### config.mk
export PLATFORM = sky130hd
export DESIGN_NAME = md_egress_dispatcher
export DESIGN_NICKNAME = d
export VERILOG_FILES = /design/src/rtl/md_egress_dispatcher_pkg.sv /design/src/rtl/md_sync_fifo.sv /design/src/rtl/md_egress_dispatcher.sv
export SDC_FILE = /design/constraint.sdc
export NUM_CORES = 1
export LEC_CHECK = 0
export ABC_AREA = 1
export CORE_AREA = 10 10 554 556
export DETAILED_ROUTE_END_ITERATION = 10
export DIE_AREA = 0 0 564 566
export HOLD_SLACK_MARGIN = 0.15
export PLACE_DENSITY = 0.8
export SETUP_SLACK_MARGIN = 0.4
export SLEW_MARGIN = 20
export SYNTH_ARGS = -nofsm -noshare
export SYNTH_HDL_FRONTEND = slang
export SYNTH_HIERARCHICAL = 1
export SYNTH_SLANG_ARGS = --single-unit
### constraint.sdc
create_clock -name clk -period 14.01 [get_ports clk]
set_input_delay 1.401 -clock clk [delete_from_list [all_inputs] [get_ports clk]]
set_output_delay 1.401 -clock clk [all_outputs]
set_load 0.02 [all_outputs]
### src/rtl/md_egress_dispatcher_pkg.sv
`default_nettype none
// +----------------------------------------------------------------------------+
// | md_egress_dispatcher_pkg: metadata field positions and FSM state codes.    |
// | Rev 1.0                                                                    |
// +----------------------------------------------------------------------------+
package md_egress_dispatcher_pkg;

    localparam int MD_DISCARD_BIT = 128;
    localparam int MD_DST_PORT_HI = 31;
    localparam int MD_DST_PORT_LO = 24;
    localparam int MD_NXT_TBL_HI  = 255;
    localparam int MD_NXT_TBL_LO  = 250;

    localparam logic [1:0] ST_IDLE = 2'd0;
    localparam logic [1:0] ST_FWD  = 2'd1;
    localparam logic [1:0] ST_DROP = 2'd2;

endpackage
`default_nettype wire

### src/rtl/md_sync_fifo.sv
`default_nettype none
// +----------------------------------------------------------------------------+
// | md_sync_fifo: first-word-fall-through synchronous FIFO with full/empty.    |
// | Rev 1.0                                                                    |
// +----------------------------------------------------------------------------+
module md_sync_fifo #(
    parameter int WIDTH = 256,
    parameter int DEPTH = 16
) (
    input  logic             clk,
    input  logic             rst_n,
    input  logic             wr_en,
    input  logic [WIDTH-1:0] wr_data,
    input  logic             rd_en,
    output logic [WIDTH-1:0] rd_data,
    output logic             full,
    output logic             empty
);

    localparam int AW = $clog2(DEPTH);
    localparam logic [AW-1:0] c_PTR_ONE = 1;
    localparam logic [AW:0]   c_CNT_ONE = 1;
    localparam logic [AW:0]   c_CNT_MAX = DEPTH[AW:0];

    logic [WIDTH-1:0] r_mem [DEPTH];
    logic [AW-1:0]    r_wr_ptr;
    logic [AW-1:0]    r_rd_ptr;
    logic [AW:0]      r_count;
    logic             w_push;
    logic             w_pop;

    assign full    = (r_count == c_CNT_MAX);
    assign empty   = (r_count == '0);
    assign rd_data = r_mem[r_rd_ptr];
    assign w_pop   = rd_en && !empty;
    // A pop in the same cycle frees the slot, so a push at full is accepted then.
    assign w_push  = wr_en && (!full || w_pop);

    always_ff @(posedge clk) begin
        if (w_push) begin
            r_mem[r_wr_ptr] <= wr_data;
        end
    end

    always_ff @(posedge clk) begin
        if (!rst_n) begin
            r_wr_ptr <= '0;
            r_rd_ptr <= '0;
            r_count  <= '0;
        end else begin
            if (w_push) begin
                r_wr_ptr <= r_wr_ptr + c_PTR_ONE;
            end
            if (w_pop) begin
                r_rd_ptr <= r_rd_ptr + c_PTR_ONE;
            end
            case ({w_push, w_pop})
                2'b10:   r_count <= r_count + c_CNT_ONE;
                2'b01:   r_count <= r_count - c_CNT_ONE;
                default: r_count <= r_count;
            endcase
        end
    end

endmodule
`default_nettype wire

### src/rtl/md_egress_dispatcher.sv
`default_nettype none
// +----------------------------------------------------------------------------+
// | md_egress_dispatcher: pairs packets with final metadata; drops or forwards |
// | with dst_port patched into the first-beat tuser. Rev 1.0                   |
// +----------------------------------------------------------------------------+
module md_egress_dispatcher
    import md_egress_dispatcher_pkg::*;
#(
    parameter int C_S_AXIS_DATA_WIDTH  = 256,
    parameter int C_S_AXIS_TUSER_WIDTH = 128,
    parameter int META_LEN             = 256,
    parameter int META_FIFO_DEPTH      = 16
) (
    input  logic                                clk,
    input  logic                                rst_n,
    input  logic [META_LEN-1:0]                 meta_in,
    input  logic                                meta_valid_in,
    output logic                                meta_full,
    input  logic [C_S_AXIS_DATA_WIDTH-1:0]      s_axis_tdata,
    input  logic [C_S_AXIS_DATA_WIDTH/8-1:0]    s_axis_tkeep,
    input  logic [C_S_AXIS_TUSER_WIDTH-1:0]     s_axis_tuser,
    input  logic                                s_axis_tvalid,
    input  logic                                s_axis_tlast,
    output logic                                s_axis_tready,
    output logic [C_S_AXIS_DATA_WIDTH-1:0]      m_axis_tdata,
    output logic [C_S_AXIS_DATA_WIDTH/8-1:0]    m_axis_tkeep,
    output logic [C_S_AXIS_TUSER_WIDTH-1:0]     m_axis_tuser,
    output logic                                m_axis_tvalid,
    output logic                                m_axis_tlast,
    input  logic                                m_axis_tready,
    output logic [31:0]                         drop_cnt,
    output logic [31:0]                         fwd_cnt,
    output logic                                meta_ovf
);

    logic [1:0]                        r_state;
    logic [7:0]                        r_dst_port;
    logic                              r_first;
    logic [31:0]                       r_drop_cnt;
    logic [31:0]                       r_fwd_cnt;
    logic                              r_meta_ovf;

    logic [META_LEN-1:0]               w_head;
    logic                              w_empty;
    logic                              w_pop;
    logic                              w_fwd;
    logic                              w_drop;
    logic                              w_s_hs;
    logic [C_S_AXIS_TUSER_WIDTH-1:0]   w_tuser_patched;
    logic                              w_unused_meta;

    md_sync_fifo #(
        .WIDTH (META_LEN),
        .DEPTH (META_FIFO_DEPTH)
    ) u_meta_fifo (
        .clk     (clk),
        .rst_n   (rst_n),
        .wr_en   (meta_valid_in),
        .wr_data (meta_in),
        .rd_en   (w_pop),
        .rd_data (w_head),
        .full    (meta_full),
        .empty   (w_empty)
    );

    // Only discard and dst_port matter at egress; next_table_id and the rest are dead here.
    assign w_unused_meta = ^{w_head[META_LEN-1:MD_DISCARD_BIT+1],
                             w_head[MD_DISCARD_BIT-1:MD_DST_PORT_HI+1],
                             w_head[MD_DST_PORT_LO-1:0]};

    assign w_pop  = (r_state == ST_IDLE) && !w_empty && s_axis_tvalid;
    assign w_fwd  = (r_state == ST_FWD);
    assign w_drop = (r_state == ST_DROP);
    assign w_s_hs = s_axis_tvalid && s_axis_tready;

    always_comb begin
        w_tuser_patched = s_axis_tuser;
        if (r_first) begin
            w_tuser_patched[MD_DST_PORT_HI:MD_DST_PORT_LO] = r_dst_port;
        end
    end

    // Master side is held at zero outside FWD so every output is quiet in IDLE/DROP.
    assign s_axis_tready = w_fwd ? m_axis_tready : w_drop;
    assign m_axis_tvalid = w_fwd && s_axis_tvalid;
    assign m_axis_tdata  = w_fwd ? s_axis_tdata : '0;
    assign m_axis_tkeep  = w_fwd ? s_axis_tkeep : '0;
    assign m_axis_tlast  = w_fwd && s_axis_tlast;
    assign m_axis_tuser  = w_fwd ? w_tuser_patched : '0;

    assign drop_cnt = r_drop_cnt;
    assign fwd_cnt  = r_fwd_cnt;
    assign meta_ovf = r_meta_ovf;

    always_ff @(posedge clk) begin
        if (!rst_n) begin
            r_state    <= ST_IDLE;
            r_dst_port <= '0;
            r_first    <= 1'b0;
            r_drop_cnt <= '0;
            r_fwd_cnt  <= '0;
            r_meta_ovf <= 1'b0;
        end else begin
            if (meta_valid_in && meta_full && !w_pop) begin
                r_meta_ovf <= 1'b1;
            end
            case (r_state)
                ST_IDLE: begin
                    if (w_pop) begin
                        r_dst_port <= w_head[MD_DST_PORT_HI:MD_DST_PORT_LO];
                        r_first    <= 1'b1;
                        r_state    <= w_head[MD_DISCARD_BIT] ? ST_DROP : ST_FWD;
                    end
                end
                ST_FWD: begin
                    if (w_s_hs) begin
                        r_first <= 1'b0;
                        if (s_axis_tlast) begin
                            r_fwd_cnt <= r_fwd_cnt + 32'd1;
                            r_state   <= ST_IDLE;
                        end
                    end
                end
                ST_DROP: begin
                    if (s_axis_tvalid && s_axis_tlast) begin
                        r_drop_cnt <= r_drop_cnt + 32'd1;
                        r_state    <= ST_IDLE;
                    end
                end
                default: r_state <= ST_IDLE;
            endcase
        end
    end

endmodule
`default_nettype wire

==> impl_metrics.py, run 1 <==
metrics = {
    "sta": {
        "max_freq_mhz": 164,
        "setup_viol": 0,
        "rsz0062_at_grt": "no",
        "maxSlewHeadroom_pct": 28.8,
        "finalSetupTns_ns": 0,
        "finalMaxSlewViolations": 0,
        "period_share_pct": 43.6,
        "worst_slew_pin_slew_ns": 1.06,
        "clock_skew_ns": 0.0125,
        "fin_crit_ns": 6.11,
        "final-hold-violation-count": 0,
    },
    "setup_path": {
        "rr_startpoint": "u_meta_fifo/r_count[3]",
        "crit_path_start_kind": "flop",
        "timing.rr.end": "u_meta_fifo/r_mem[6][25]",
        "cp-end-kind": "output port",
        "crit_top_cell": "buf_4",
        "critPathKind": "flop to output port",
        "cp_num_buf_inv": 5,
        "crit_fanout": 124,
        "ff2ff_path_depth": 10,
        "crit_arrival_ns": 4.71,
        "path_cells": "nor2_2 > inv_8 > buf_4 > buf_4 > buf_4 > nor2_1 > clkdlybuf4s50_1",
        "required_ns": 12.61,
        "crit_family": "buffers and inverters",
        "crit_slowest_cell": "buf_4",
        "r2r_slack_ns": 10.50,
        "cp_slowest_stage_delay_ns": 0.80,
    },
    "clocking": {
        "cts_made_buffers": 20,
        "holdBufCountCts": 0,
        "clk_path_buf_depth": 3,
        "clock-root-buffer": "clkbuf_16",
        "insertion_delay_ns": 0.57,
        "clk_pin_slew_ns": 0.07,
        "cts_sinks": 237,
        "cts_htree_levels": 1,
        "cts_tree": "done",
        "post_cts_resized": 0,
        "post_cts_buffers": 0,
    },
    "detailed_routing": {
        "postRouteAntennaNets": 0,
        "firstDrtPassIters": 5,
        "vias": 17700,
        "drtIter0Drc": 1273,
        "via_per_inst": 2.55,
        "drc": 0,
        "routed_wl_mm": 179,
        "wl_per_cell_um": 25.8,
    },
    "job": {
        "cap_violations": 0,
    },
    "grt": {
        "track_usage_pct": 10.6,
        "overflow": 0,
        "antenna_found_initial": 300,
        "grt_pass1_wl_mm": 210,
        "first_global_vias": 15706,
        "grt_max_degree": 125,
    },
    "floorplanning": {
        "die_x_um": 564,
        "std_cell_rows": 200,
        "die_h_um": 566,
        "io-pin-count": 1163,
        "core_area_mm2": 0.296,
        "start_util_pct": 5.09,
        "fp.dieArea_mm2": 0.319,
    },
    "hold_path": {
        "min-delay-start": "u_meta_fifo/r_rd_ptr[2]",
        "worstHoldPathCells": 2,
        "hold_path_class": "flop to flop",
        "min_to": "u_meta_fifo/r_rd_ptr[2]",
    },
    "synthesis": {
        "synth_area_per_cell_um2": 6.56,
        "yosysWarnings": 6,
        "synth_area_mm2": 0.0150,
        "netlist_instances": 2292,
        "syn_nets": 2981,
    },
    "status": {
        "outcome": "complete, no violations",
    },
    "placed_design": {
        "numPortBuffers": 915,
        "dp_cells": 6851,
        "dp_hpwl_mm": 163,
        "place.gp.congestion": 0.897,
    },
    "pwr": {
        "irDropWorstVdd_mv": 0.0934,
        "power.density_mw_per_mm2": 106,
        "p_leak_nw": 10.6,
    },
    "cells_and_area": {
        "utilization_pct": 9.60,
        "fin_cells": 6935,
        "drive_above_1_share_pct": 1.76,
        "synthToLayoutAreaGrowth_pct": 88.8,
        "n_fill_cell": 34341,
        "fin_nets": 3623,
    },
}
[layout make-up]
class                      instances  area (um2)  share of cell area, %
antenna                           48         120                  0.423
clock buffer                      30         579                   2.04
clock inverter                     6        68.8                  0.242
inverter                         515        1940                   6.84
multi-input combinational       1237        5360                   18.9
sequential                       237        6190                   21.8
tap                             3939        4930                   17.4
timing repair buffer             923        9210                   32.4
[through the flow]
stage	cell area, um2	hold slack (ns)	setup WS [ns]	power (W)
final	28400	0.494	7.90	0.00300
after global routing	28300	0.518	7.44	0.00316
after CTS	28300	0.490	7.49	0.00307
after detailed placement	27600	0.471	8.11	0.00249
after global placement	27600	0.458	8.17	0.00247
after floorplan	15000	0.447	10.82	0.00178
[flip-flops by register name, indices dropped and copies added, names as in the netlist, named ones only]
signal	cells
u_meta_fifo/r_count	5
u_meta_fifo/r_rd_ptr	4
u_meta_fifo/r_wr_ptr	4
meta_ovf	1
fwd_cnt	32
u_meta_fifo/r_mem	144
drop_cnt	32
r_dst_port	8
r_state	2
r_first	1
[worst reg2reg max path: cells and delay by family, from the launching register on]
kind / cells / cell delay, ns
compound gates: 1 / 0.34
flops: 1 / 0.38
buf+inv: 3 / 0.67
simple gates: 6 / 1.74
[power breakdown]
part	total [W]	internal, W	switching (W)
Clock	0.000573	0.000294	0.000279
Combinational	0.00163	0.000586	0.00104
Sequential	0.000803	0.000777	0.0000261
Total	0.00300	0.00166	0.00135
[routing by layer]
metal  global-route usage, %  wire length [um]  up-vias  share of wire [%]
met4                    4.26              8460      128                4.7
met1                    12.7             72500     8017                 41
li1                        -                 -     7969                  -
met5                       0               848        -               0.47
met2                    15.0             70400     1293                 39
met3                    6.45             26600      293                 15
[worst max path at each step]
stage | cells after the start | to | start
2_1_floorplan | 2 | m_axis_tuser[24] | s_axis_tuser[24]
3_3_place_gp | 7 | m_axis_tdata[87] | r_state[1]
6_report | 7 | m_axis_tkeep[4] | r_state[1]
5_1_grt | 7 | m_axis_tkeep[4] | r_state[1]
4_1_cts | 7 | m_axis_tdata[87] | r_state[1]
3_5_place_dp | 7 | m_axis_tdata[87] | r_state[1]
[cell usage in the layout (no fill, tap or decap), types with 43 or more instances in the layout]
cell type / count
o21ai_0: 98
inv_1: 510
nand3_1: 76
dfxtp_1: 92
nor2_1: 690
diode_2: 48
nand2_1: 219
clkdlybuf4s50_1: 914
edfxtp_1: 144
a21oi_1: 43
(Power assumes the default switching activity.)
==> run 2, diff against run 1 <==
==> constraint.sdc (replaced) <==
create_clock -name clk -period 5.5 [get_ports clk]
set_input_delay 0.55 -clock clk [delete_from_list [all_inputs] [get_ports clk]]
set_output_delay 0.55 -clock clk [all_outputs]
set_load 0.02 [all_outputs]
==> run 2 against run 1 <==
Via count is 0.40% higher. First-iteration DRC count down 2.0%. Power rose to 2.6 times the previous value. Clock power grew to 2.9 times the previous value. Die area did not move. Worst hold slack got worse by 0.0087 ns. Non-clock buffer count did not move. Clock-buffer cell count fell by 6. Critical endpoint is now m_axis_tdata[215].
==> impl_metrics.py, run 2 (same netlist as run 1, synthesis figures left out) <==
metrics = {
    "cells_and_area": {
        "final_area_mm2": 0.0286,
        "ff_latch_area_mm2": 0.00619,
        "largest_register_ffs": 144,
        "fin_cells": 6937,
        "utilization_pct": 9.65,
        "multi_input_area_mm2": 0.00536,
        "drive_above_1_share_pct": 1.87,
        "final_cell_mix": "clkdlybuf4s50_1, nor2_1, inv_1, nand2_1, edfxtp_1",
        "largest-register": "u_meta_fifo/r_mem",
        "fin_nets": 3623,
        "synthToLayoutAreaGrowth_pct": 89.8,
        "n_fill_cell": 34292,
        "final_common_cell": "clkdlybuf4s50_1",
    },
    "pwr": {
        "irDropWorstVdd_mv": 0.226,
        "intPower_w": 0.00442,
        "p_switching_w": 0.00347,
        "p_seq_share_pct": 25.9,
        "clkPwrFrac_pct": 21.2,
        "p_leak_nw": 10.6,
        "comb_power_share_pct": 52.9,
        "swShare_pct": 44.0,
        "power.density_mw_per_mm2": 276,
    },
    "clocking": {
        "clk_pin_slew_ns": 0.08,
        "post_cts_buffers": 0,
        "cts_htree_levels": 1,
        "cts_made_buffers": 20,
        "clk_path_buf_depth": 3,
        "post_cts_resized": 0,
        "cts_tree": "done",
        "insertion_delay_ns": 0.55,
        "clock-root-buffer": "clkbuf_16",
        "holdBufCountCts": 0,
        "cts_sinks": 237,
    },
    "sta": {
        "setup_viol": 0,
        "rsz0062_at_grt": "no",
        "maxSlewHeadroom_pct": 31.9,
        "finalMaxSlewViolations": 0,
        "period_share_pct": 69.5,
        "final-hold-violation-count": 0,
        "clock_skew_ns": 0.0241,
        "max_freq_mhz": 262,
        "finalSetupTns_ns": 0,
        "fin_crit_ns": 3.82,
        "worst_slew_pin_slew_ns": 1.02,
    },
    "setup_path": {
        "crit_path_start_kind": "flop",
        "required_ns": 4.95,
        "critPathKind": "flop to output port",
        "rr_startpoint": "u_meta_fifo/r_count[1]",
        "r2r_slack_ns": 2.39,
        "cp-end-kind": "output port",
        "startpoint": "r_state[0]",
        "crit_arrival_ns": 3.27,
        "crit_fanout": 105,
        "ff2ff_path_depth": 11,
        "timing.rr.end": "u_meta_fifo/r_mem[7][128]",
    },
    "hold_path": {
        "min_to": "u_meta_fifo/r_rd_ptr[2]",
        "hold_path_class": "flop to flop",
        "min-delay-start": "u_meta_fifo/r_rd_ptr[2]",
        "worstHoldPathCells": 2,
    },
    "placed_design": {
        "dp_cells": 6851,
        "place.gp.congestion": 0.901,
        "numPortBuffers": 915,
        "dp_hpwl_mm": 163,
        "post_dp_cell_area_mm2": 0.0277,
    },
    "status": {
        "outcome": "complete, no violations",
    },
    "grt": {
        "overflow": 0,
        "antenna_found_initial": 308,
        "grt_pass1_wl_mm": 210,
        "grt_max_degree": 118,
        "track_usage_pct": 10.6,
        "first_global_vias": 15921,
    },
    "floorplanning": {
        "die_x_um": 564,
        "start_util_pct": 5.09,
        "fp.dieArea_mm2": 0.319,
        "die_h_um": 566,
        "core_area_mm2": 0.296,
        "std_cell_rows": 200,
        "io-pin-count": 1163,
    },
    "detailed_routing": {
        "postRouteAntennaNets": 0,
        "routed_wl_mm": 179,
        "wl_per_cell_um": 25.8,
        "drtIter0Drc": 1247,
        "via_per_inst": 2.56,
        "drc": 0,
        "vias": 17770,
        "firstDrtPassIters": 6,
    },
    "job": {
        "cap_violations": 0,
    },
}
run 2: cell types whose count changed in the layout (fill, tap and decap cells not counted):
cell / previous run / this run
diode_2: 48 / 50
bufinv_16: 0 / 5
clkbuf_1: 7 / 4
clkbuf_16: 21 / 20
buf_4: 8 / 5
buf_12: 0 / 3
clkbuf_8: 2 / 0
clkinv_8: 0 / 1
clkinv_2: 2 / 1
clkinvlp_4: 0 / 1
run 2: worst max path at each step:
stage / endpoint / slack (ns) / cells past startpoint
floorplan: u_meta_fifo/r_count[4] / 3.25 / 15
global placement: u_meta_fifo/r_mem[4][29] / 1.96 / 10
detailed placement: u_meta_fifo/r_mem[4][31] / 1.91 / 10
CTS: m_axis_tuser[24] / 1.65 / 6
global route: m_axis_tdata[215] / 1.60 / 6
finish: m_axis_tdata[215] / 1.68 / 6
run 2: worst max-delay path, stage by stage, from the launching register on:
cell	delay [ns]
dfxtp_1	0.38
inv_1	0.09
nor2_2	0.28
inv_8	0.29
buf_12	0.29
nor2_1	0.50
clkdlybuf4s50_1	0.73
run 2: routing by layer:
metal / wire (um) / part of all wire, % / global-route usage, % / up-vias
met5: 881 / 0.49 / 0 / -
met2: 68800 / 39 / 14.7 / 1362
met1: 73600 / 41 / 12.9 / 7959
met3: 25300 / 14 / 6.09 / 342
li1: - / - / - / 7971
met4: 10200 / 5.7 / 5.06 / 136
run 2: per-stage QoR:
step | total power, W | setup WS, ns | hold WS [ns]
after detailed placement | 0.00637 | 1.91 | 0.471
final | 0.00789 | 1.68 | 0.486
after floorplan | 0.00454 | 3.25 | 0.447
after global placement | 0.00632 | 1.96 | 0.455
after CTS | 0.00807 | 1.65 | 0.485
after global routing | 0.00826 | 1.60 | 0.500
run 2: power groups by stage:
stage	clock [W]	combinational, W	sequential (W)
3_3_place_gp	0	0.00424	0.00208
5_1_grt	0.00177	0.00444	0.00205
4_1_cts	0.00172	0.00431	0.00204
3_5_place_dp	0	0.00428	0.00208
6_report	0.00167	0.00418	0.00204
2_1_floorplan	0	0.00248	0.00206
run 2: cell type report:
type,instances,area share (%)
timing repair buffer,923,32.4
clock buffer,24,1.81
multi-input combinational,1237,18.8
sequential,237,21.7
tap,3939,17.3
antenna,50,0.438
inverter,515,6.81
clock inverter,12,0.833
